File: config.mk
export PLATFORM = sky130hd
export DESIGN_NAME = reg_write_arbiter
export DESIGN_NICKNAME = d
export VERILOG_FILES = /design/src/rtl/reg_write_arbiter.sv
export SDC_FILE = /design/constraint.sdc
export NUM_CORES = 1
export LEC_CHECK = 0
export BUFFER_PORTS_ARGS = -buffer_cell sky130_fd_sc_hd__buf_2
export CORE_AREA = 8 8 48 70
export DETAILED_ROUTE_END_ITERATION = 8
export DIE_AREA = 0 0 56 78
export PLACE_DENSITY = 0.7
export SLEW_MARGIN = 30
export SYNTH_ARGS = -nofsm -noshare
export SYNTH_HDL_FRONTEND = slang
export SYNTH_SLANG_ARGS = --single-unit
File: constraint.sdc
create_clock -name CLK -period 1.5 [get_ports CLK]
set_clock_uncertainty 0.15 [all_clocks]
set_input_delay 0.3 -clock CLK [delete_from_list [all_inputs] [get_ports CLK]]
set_output_delay 0.3 -clock CLK [all_outputs]
set_load 0.01 [all_outputs]
File: src/rtl/reg_write_arbiter.sv
// ---------------------------------------------------------------------------
// reg_write_arbiter
//
// Arbitrates register-file writes between two requesters. Requester A is the
// ALU writeback and requester B is the memory-load writeback. When both
// requesters are pending, the grant alternates between them (round-robin).
// A CLR_START pulse runs a zero-fill sequence that writes 0 to every
// register, one register per cycle.
//
// Parameters
//   DATA_WIDTH  width of the register-file write data
//   ADDR_WIDTH  width of the register-file address (2**ADDR_WIDTH registers)
//
// Ports
//   CLK        clock; all state updates on the rising edge
//   RESET      asynchronous, active-high reset
//   A_VALID    requester A has a write pending
//   A_ADDR     requester A destination register
//   A_DATA     requester A write data
//   A_READY    requester A write accepted this cycle (combinational)
//   B_VALID    requester B has a write pending
//   B_ADDR     requester B destination register
//   B_DATA     requester B write data
//   B_READY    requester B write accepted this cycle (combinational)
//   CLR_START  single-cycle pulse requesting a zero-fill of all registers
//   CLR_BUSY   zero-fill sequence in progress (registered)
//   WRITE      register-file write enable (registered)
//   INADDRESS  register-file write address (registered)
//   IN         register-file write data (registered)
// ---------------------------------------------------------------------------
module reg_write_arbiter #(
    parameter int DATA_WIDTH = 8,
    parameter int ADDR_WIDTH = 3
) (
    input  logic                  CLK,
    input  logic                  RESET,
    input  logic                  A_VALID,
    input  logic [ADDR_WIDTH-1:0] A_ADDR,
    input  logic [DATA_WIDTH-1:0] A_DATA,
    output logic                  A_READY,
    input  logic                  B_VALID,
    input  logic [ADDR_WIDTH-1:0] B_ADDR,
    input  logic [DATA_WIDTH-1:0] B_DATA,
    output logic                  B_READY,
    input  logic                  CLR_START,
    output logic                  CLR_BUSY,
    output logic                  WRITE,
    output logic [ADDR_WIDTH-1:0] INADDRESS,
    output logic [DATA_WIDTH-1:0] IN
);

    typedef enum logic {
        ARB   = 1'b0,
        CLEAR = 1'b1
    } state_t;

    state_t                  state_q;
    // 0: A is favoured on contention, 1: B is favoured.
    logic                    prio_b_q;
    logic [ADDR_WIDTH-1:0]   cnt_q;
    logic                    busy_q;
    logic                    write_q;
    logic [ADDR_WIDTH-1:0]   addr_q;
    logic [DATA_WIDTH-1:0]   data_q;

    // Grants are combinational so a requester sees acceptance in the same
    // cycle it presents VALID. RESET and CLR_START both suppress grants, and
    // no grant is ever given while the zero-fill is running.
    always_comb begin
        A_READY = 1'b0;
        B_READY = 1'b0;
        if (!RESET && (state_q == ARB) && !CLR_START) begin
            if (A_VALID && (!B_VALID || !prio_b_q)) begin
                A_READY = 1'b1;
            end else if (B_VALID) begin
                B_READY = 1'b1;
            end
        end
    end

    always_ff @(posedge CLK or posedge RESET) begin
        if (RESET) begin
            state_q  <= ARB;
            prio_b_q <= 1'b0;
            cnt_q    <= '0;
            busy_q   <= 1'b0;
            write_q  <= 1'b0;
            addr_q   <= '0;
            data_q   <= '0;
        end else begin
            case (state_q)
                ARB: begin
                    // Address/data hold their last value when idle; only the
                    // enable drops.
                    write_q <= 1'b0;
                    if (CLR_START) begin
                        state_q <= CLEAR;
                        busy_q  <= 1'b1;
                        cnt_q   <= '0;
                    end else if (A_READY) begin
                        write_q  <= 1'b1;
                        addr_q   <= A_ADDR;
                        data_q   <= A_DATA;
                        prio_b_q <= 1'b1;
                    end else if (B_READY) begin
                        write_q  <= 1'b1;
                        addr_q   <= B_ADDR;
                        data_q   <= B_DATA;
                        prio_b_q <= 1'b0;
                    end
                end
                CLEAR: begin
                    // CLR_START is not looked at here, so a repeated pulse can
                    // neither restart nor lengthen the sequence. The counter
                    // wraps to 0 on the final increment.
                    write_q <= 1'b1;
                    addr_q  <= cnt_q;
                    data_q  <= '0;
                    cnt_q   <= cnt_q + 1'b1;
                    if (cnt_q == '1) begin
                        state_q <= ARB;
                        busy_q  <= 1'b0;
                    end
                end
            endcase
        end
    end

    assign CLR_BUSY  = busy_q;
    assign WRITE     = write_q;
    assign INADDRESS = addr_q;
    assign IN        = data_q;

endmodule
[Word level (Yosys, flattened, before mapping)]
Cells that the tools add are included.
Word-level totals
  bits in registers: 18
  word-level logic and storage cells: 54
Operators by class
  add/subtract/negate cells: 1
  eq/ne operators: 5
  muxes and demuxes: 27
  bitwise gates (word level): 2
  reductions and logical operators: 12
Operator list (number)
  $mux W8: 3
  $pmux W8 S2: 1
  $mux W1: 14
  $mux W3: 4
  $pmux W3 S2: 2
  $pmux W1 S2: 3
  $logic_not A1 Y1: 4
  $ne A2 B2 Y1 const B: 2
  $reduce_and A2 Y1: 2
  $add A3 B1 Y3 const B: 1
  $eq A3 B3 Y1 const B: 1
  $logic_and A1 B1 Y1: 3
  $ne A3 B3 Y1 const B: 1
  $reduce_and A3 Y1: 1
  $ne A2 B1 Y1 const B: 1
  $not A1 Y1: 2
  $reduce_bool A2 Y1: 1
  $logic_or A1 B1 Y1: 1

[Depth between registers and ports, before layout]
  word-level depth: 9
  gate-level depth with buffers: 5
  gate-level depth less buffers: 4

[Worst setup path before layout]
No wires, ideal clock.
  path kind: register to output
  from: reg state_q
  to: out A_READY
  arrival time: 1.033 ns
  required time: 1.050 ns
  setup slack: 0.017 ns
  cell stages (with the launch flop): 5
  buffers on the path: 1
  cells stage by stage: dfrtp_1 -> nor3_4 -> nand3_1 -> buf_2 -> inv_1
On the way
  word-level cells in the longest chain between the ends: 4
Ends and longest elaborated chain
  start, declared: line 57  | state_t state_q;
  start signal, assigned: line 83  | state_q <= ARB;
  start signal, assigned: line 97  | state_q <= CLEAR;
  start signal, assigned: line 121  | state_q <= ARB;
  $not A1 Y1 (no source line)
  $logic_and A1 B1 Y1 (2 in a row): line 72  | if (!RESET && (state_q == ARB) && !CLR_START) begin
  $mux W1: line 72
  end, declared: line 40  | output logic A_READY,
No other way between the ends.

[Worst setup path after layout]
  from: reg state_q
  to: reg addr_q[0] (netlist: INADDRESS[0])
On the way
  word-level cells in the longest chain between the ends: 7
  elaborated cells on any way between the ends: 11
  classes of those cells: 2 x eq/ne; 5 x mux; 1 x bitwise; 3 x reduce/logical
Ends and longest elaborated chain
  $not A1 Y1 (no source line)
  $logic_and A1 B1 Y1 (2 in a row): line 72
  $mux W1: line 72
  $mux W3: line 100  | end else if (A_READY) begin
  $mux W3: line 96  | if (CLR_START) begin
  $pmux W3 S2: line 91  | case (state_q)
  end signal, assigned: line 117  | addr_q <= cnt_q;
  end, declared: line 63  | logic [ADDR_WIDTH-1:0] addr_q;
Parallel ways exist; a longest one is shown, timed or not. The select of a mux whose other input is x is not followed.
A chain may end at the register's enable or synchronous reset.

==> results.json <==
{
  "dieArea_mm2": 0.00437,
  "synth_cell_types": 23,
  "first_pass_iters": 4,
  "finalSetupViolCount": 15,
  "ys.flop_type": "dfrtp_1",
  "pwr-share-seq_pct": 39.1,
  "ys_ff_latch": 18,
  "n_fill_cell": 190,
  "setup_slack_ns": -0.234,
  "synthTopCellsByArea": "dfrtp_1 50%, o221a_2 14%, o2bb2ai_1 7.8%",
  "drv_cap": 0,
  "clock_path_buffers": 2,
  "synthToLayoutAreaGrowth_pct": 60.5,
  "finalCritPeriodShare_pct": 116,
  "fin_crit_ns": 1.73,
  "power.density_mw_per_mm2": 1300,
  "leakage_nw": 0.727,
  "swShare_pct": 35.3,
  "max_freq_mhz": 577,
  "avgSynthCellArea_um2": 11.9,
  "slew_viol_final": 0,
  "start_util_pct": 38.1,
  "violations": "negative setup slack",
  "power_switching_uw": 666,
  "die_h_um": 78,
  "dp_cells": 150,
  "n_antenna_cell": 0,
  "startpoint": "state_q$_DFF_PP0_",
  "portBuffers": 41,
  "syn_nets": 106,
  "grt-ovfl-total": 0,
  "cp-start-kind": "flop",
  "yosysWarnings": 0,
  "cts_tree": "built",
  "finalNetCount": 168,
  "final_core_util_pct": 61.2,
  "cp_data_arrival_time_ns": 1.81,
  "yosys.area.top_type_share_pct": 49.9,
  "path_class": "reg -> reg",
  "async_reset_ff_share_pct": 100,
  "drc": 0,
  "grt_start_max_net_pins": 11,
  "reg2reg_depth": 6,
  "numCtsBuffers": 3,
  "worstSkewPairLatency_ns": 0.29,
  "pin_count": 42,
  "finalSetupTns_ns": -2.86,
  "peakVddDrop_uv": 990,
  "rsz0062_at_grt": "yes",
  "power_frac_clock_pct": 12.4,
  "chipWidth_um": 56,
  "comb_power_share_pct": 48.6,
  "core_mm2": 0.00237,
  "hold_path_class": "in -> reg",
  "crit_fanout": 4,
  "drt_iter0_drc": 20,
  "max_slew_margin_pct": 88.8,
  "postSynthCellCount": 76,
  "cts-root-buf": "clkbuf_4",
  "dr_total_vias": 863,
  "ys_seq_area_share_pct": 49.9,
  "synth_edf_count": 0,
  "worstSetupEndpoint": "INADDRESS[0]$_DFFE_PP0P_",
  "ys_top_cells_by_count": "18 x dfrtp_1, 11 x o221a_2, 8 x o2bb2ai_1",
  "r2r_slack_ns": -0.23,
  "hold_viol": 0,
  "post_drt_wl_per_cell_um": 16.5,
  "cts_sinks": 18,
  "ant_nets": 0,
  "layout-drive-gt1-share_pct": 67.6,
  "dp_hpwl_um": 1970,
  "crit_required_ns": 1.58,
  "max_slew.worst_pin.slew_ns": 0.167,
  "syn_area_um2": 902,
  "p_int_mw": 1.22,
  "grt_pass1_vias": 856,
  "synth_most_common_cell": "dfrtp_1",
  "end_kind": "flop",
  "avgViaCountPerCell": 5.39,
  "clk_pin_slew_worst_paths_ns": 0.10,
  "timing.rr.end": "INADDRESS[0]$_DFFE_PP0P_",
  "synth_area_leader_cell": "dfrtp_1",
  "grt_pass1_wl_um": 4020,
  "antenna_found_initial": 0,
  "rows": 22,
  "htree_levels": 1,
  "outcome": "complete, but fails checks",
  "place.gp.congestion": 0.744,
  "wl_um": 2640,
  "reg2reg_from": "state_q$_DFF_PP0_",
  "fin_cells": 160,
  "gr-usage-all-layers_pct": 10.9
}
-- cells by family after synthesis --
kind of cell    share of synthesized area, %
simple gates                            9.43
buf+inv                                 5.69
fa+ha+maj                               4.16
flops                                   49.9
compound gates                          30.8
-- state kept, by name, summed over array words and instances (netlist names) --
register   flops
CLR_BUSY       1
WRITE          1
state_q        1
prio_b_q       1
cnt_q          3
IN             8
INADDRESS      3
-- stage by stage --
stage               cell area, µm²  worst slack, ns  hold WS [ns]  power, mW
floorplan                      902           0.0167        0.0886       1.19
global placement              1210          -0.0393         0.301       1.42
detailed placement            1210          -0.0734         0.306       1.47
CTS                           1290           -0.211         0.126       1.73
global route                  1450           -0.287         0.118       2.01
finish                        1450           -0.234         0.129       1.89
-- how the worst min path moves through the flow --
stage | from | to | slack, ns | cells past startpoint
6_report | B_DATA[5] | IN[5]$_DFFE_PP0P_ | 0.13 | 2
5_1_grt | B_DATA[3] | IN[3]$_DFFE_PP0P_ | 0.12 | 2
4_1_cts | B_DATA[4] | IN[4]$_DFFE_PP0P_ | 0.13 | 2
3_5_place_dp | RESET | IN[2]$_DFFE_PP0P_ | 0.31 | 4
3_3_place_gp | RESET | CLR_BUSY$_DFFE_PP0P_ | 0.30 | 4
2_1_floorplan | RESET | CLR_BUSY$_DFFE_PP0P_ | 0.09 | 1
-- power by group through the flow --
| stage | registers (mW) | logic (mW) | clock network [mW] |
|---|---|---|---|
| final | 0.738 | 0.917 | 0.233 |
| after global routing | 0.755 | 0.997 | 0.264 |
| after CTS | 0.730 | 0.755 | 0.240 |
| after detailed placement | 0.745 | 0.720 | 0 |
| after global placement | 0.738 | 0.686 | 0 |
| after floorplan | 0.764 | 0.423 | 0 |
-- layout make-up --
type / instances / area, µm² / share of cell area [%]
clock buffer: 3 / 22.5 / 1.56
sequential: 18 / 450 / 31.1
tap: 24 / 30.0 / 2.07
multi-input combinational: 47 / 505 / 34.9
timing repair buffer: 61 / 409 / 28.3
inverter: 7 / 30.0 / 2.07
-- cells in the final DEF, fill, tap and decap left out, drive strengths merged, types with 3 or more instances in the layout --
cell	count
nand2	3
clkbuf	4
nor2b	3
ha	3
buf	59
o221a	11
inv	6
o21ai	3
o2bb2ai	8
a41oi	3
dfrtp	18
a21oi	3
-- what timing repair did --
item	4_1_cts	5_1_grt
endpoints found under the hold margin	18	0
setup endpoints to repair	13	16
pin swaps	3	7
gates cloned	0	1
gates resized for setup	6	19
setup buffers	3	3
hold buffers	1	0
-- critical path, stage by stage, from the launching register on --
cell and delay (ns):
dfrtp_1 0.42, buf_4 0.15, buf_6 0.11, or3_4 0.37, buf_6 0.14, o21ai_4 0.14
o221a_2 0.20
-- routing by layer --
layer | up-vias | wire, µm | track usage (%) | part of all wire, %
met3 | 2 | 217 | 4.72 | 8.2
met4 | 0 | 21 | 4.35 | 0.80
met2 | 25 | 1420 | 18.6 | 54
met1 | 421 | 973 | 11.5 | 37
li1 | 415 | - | - | -
met5 | - | 0 | 0 | 0
Power figures use the tool's default switching activity.
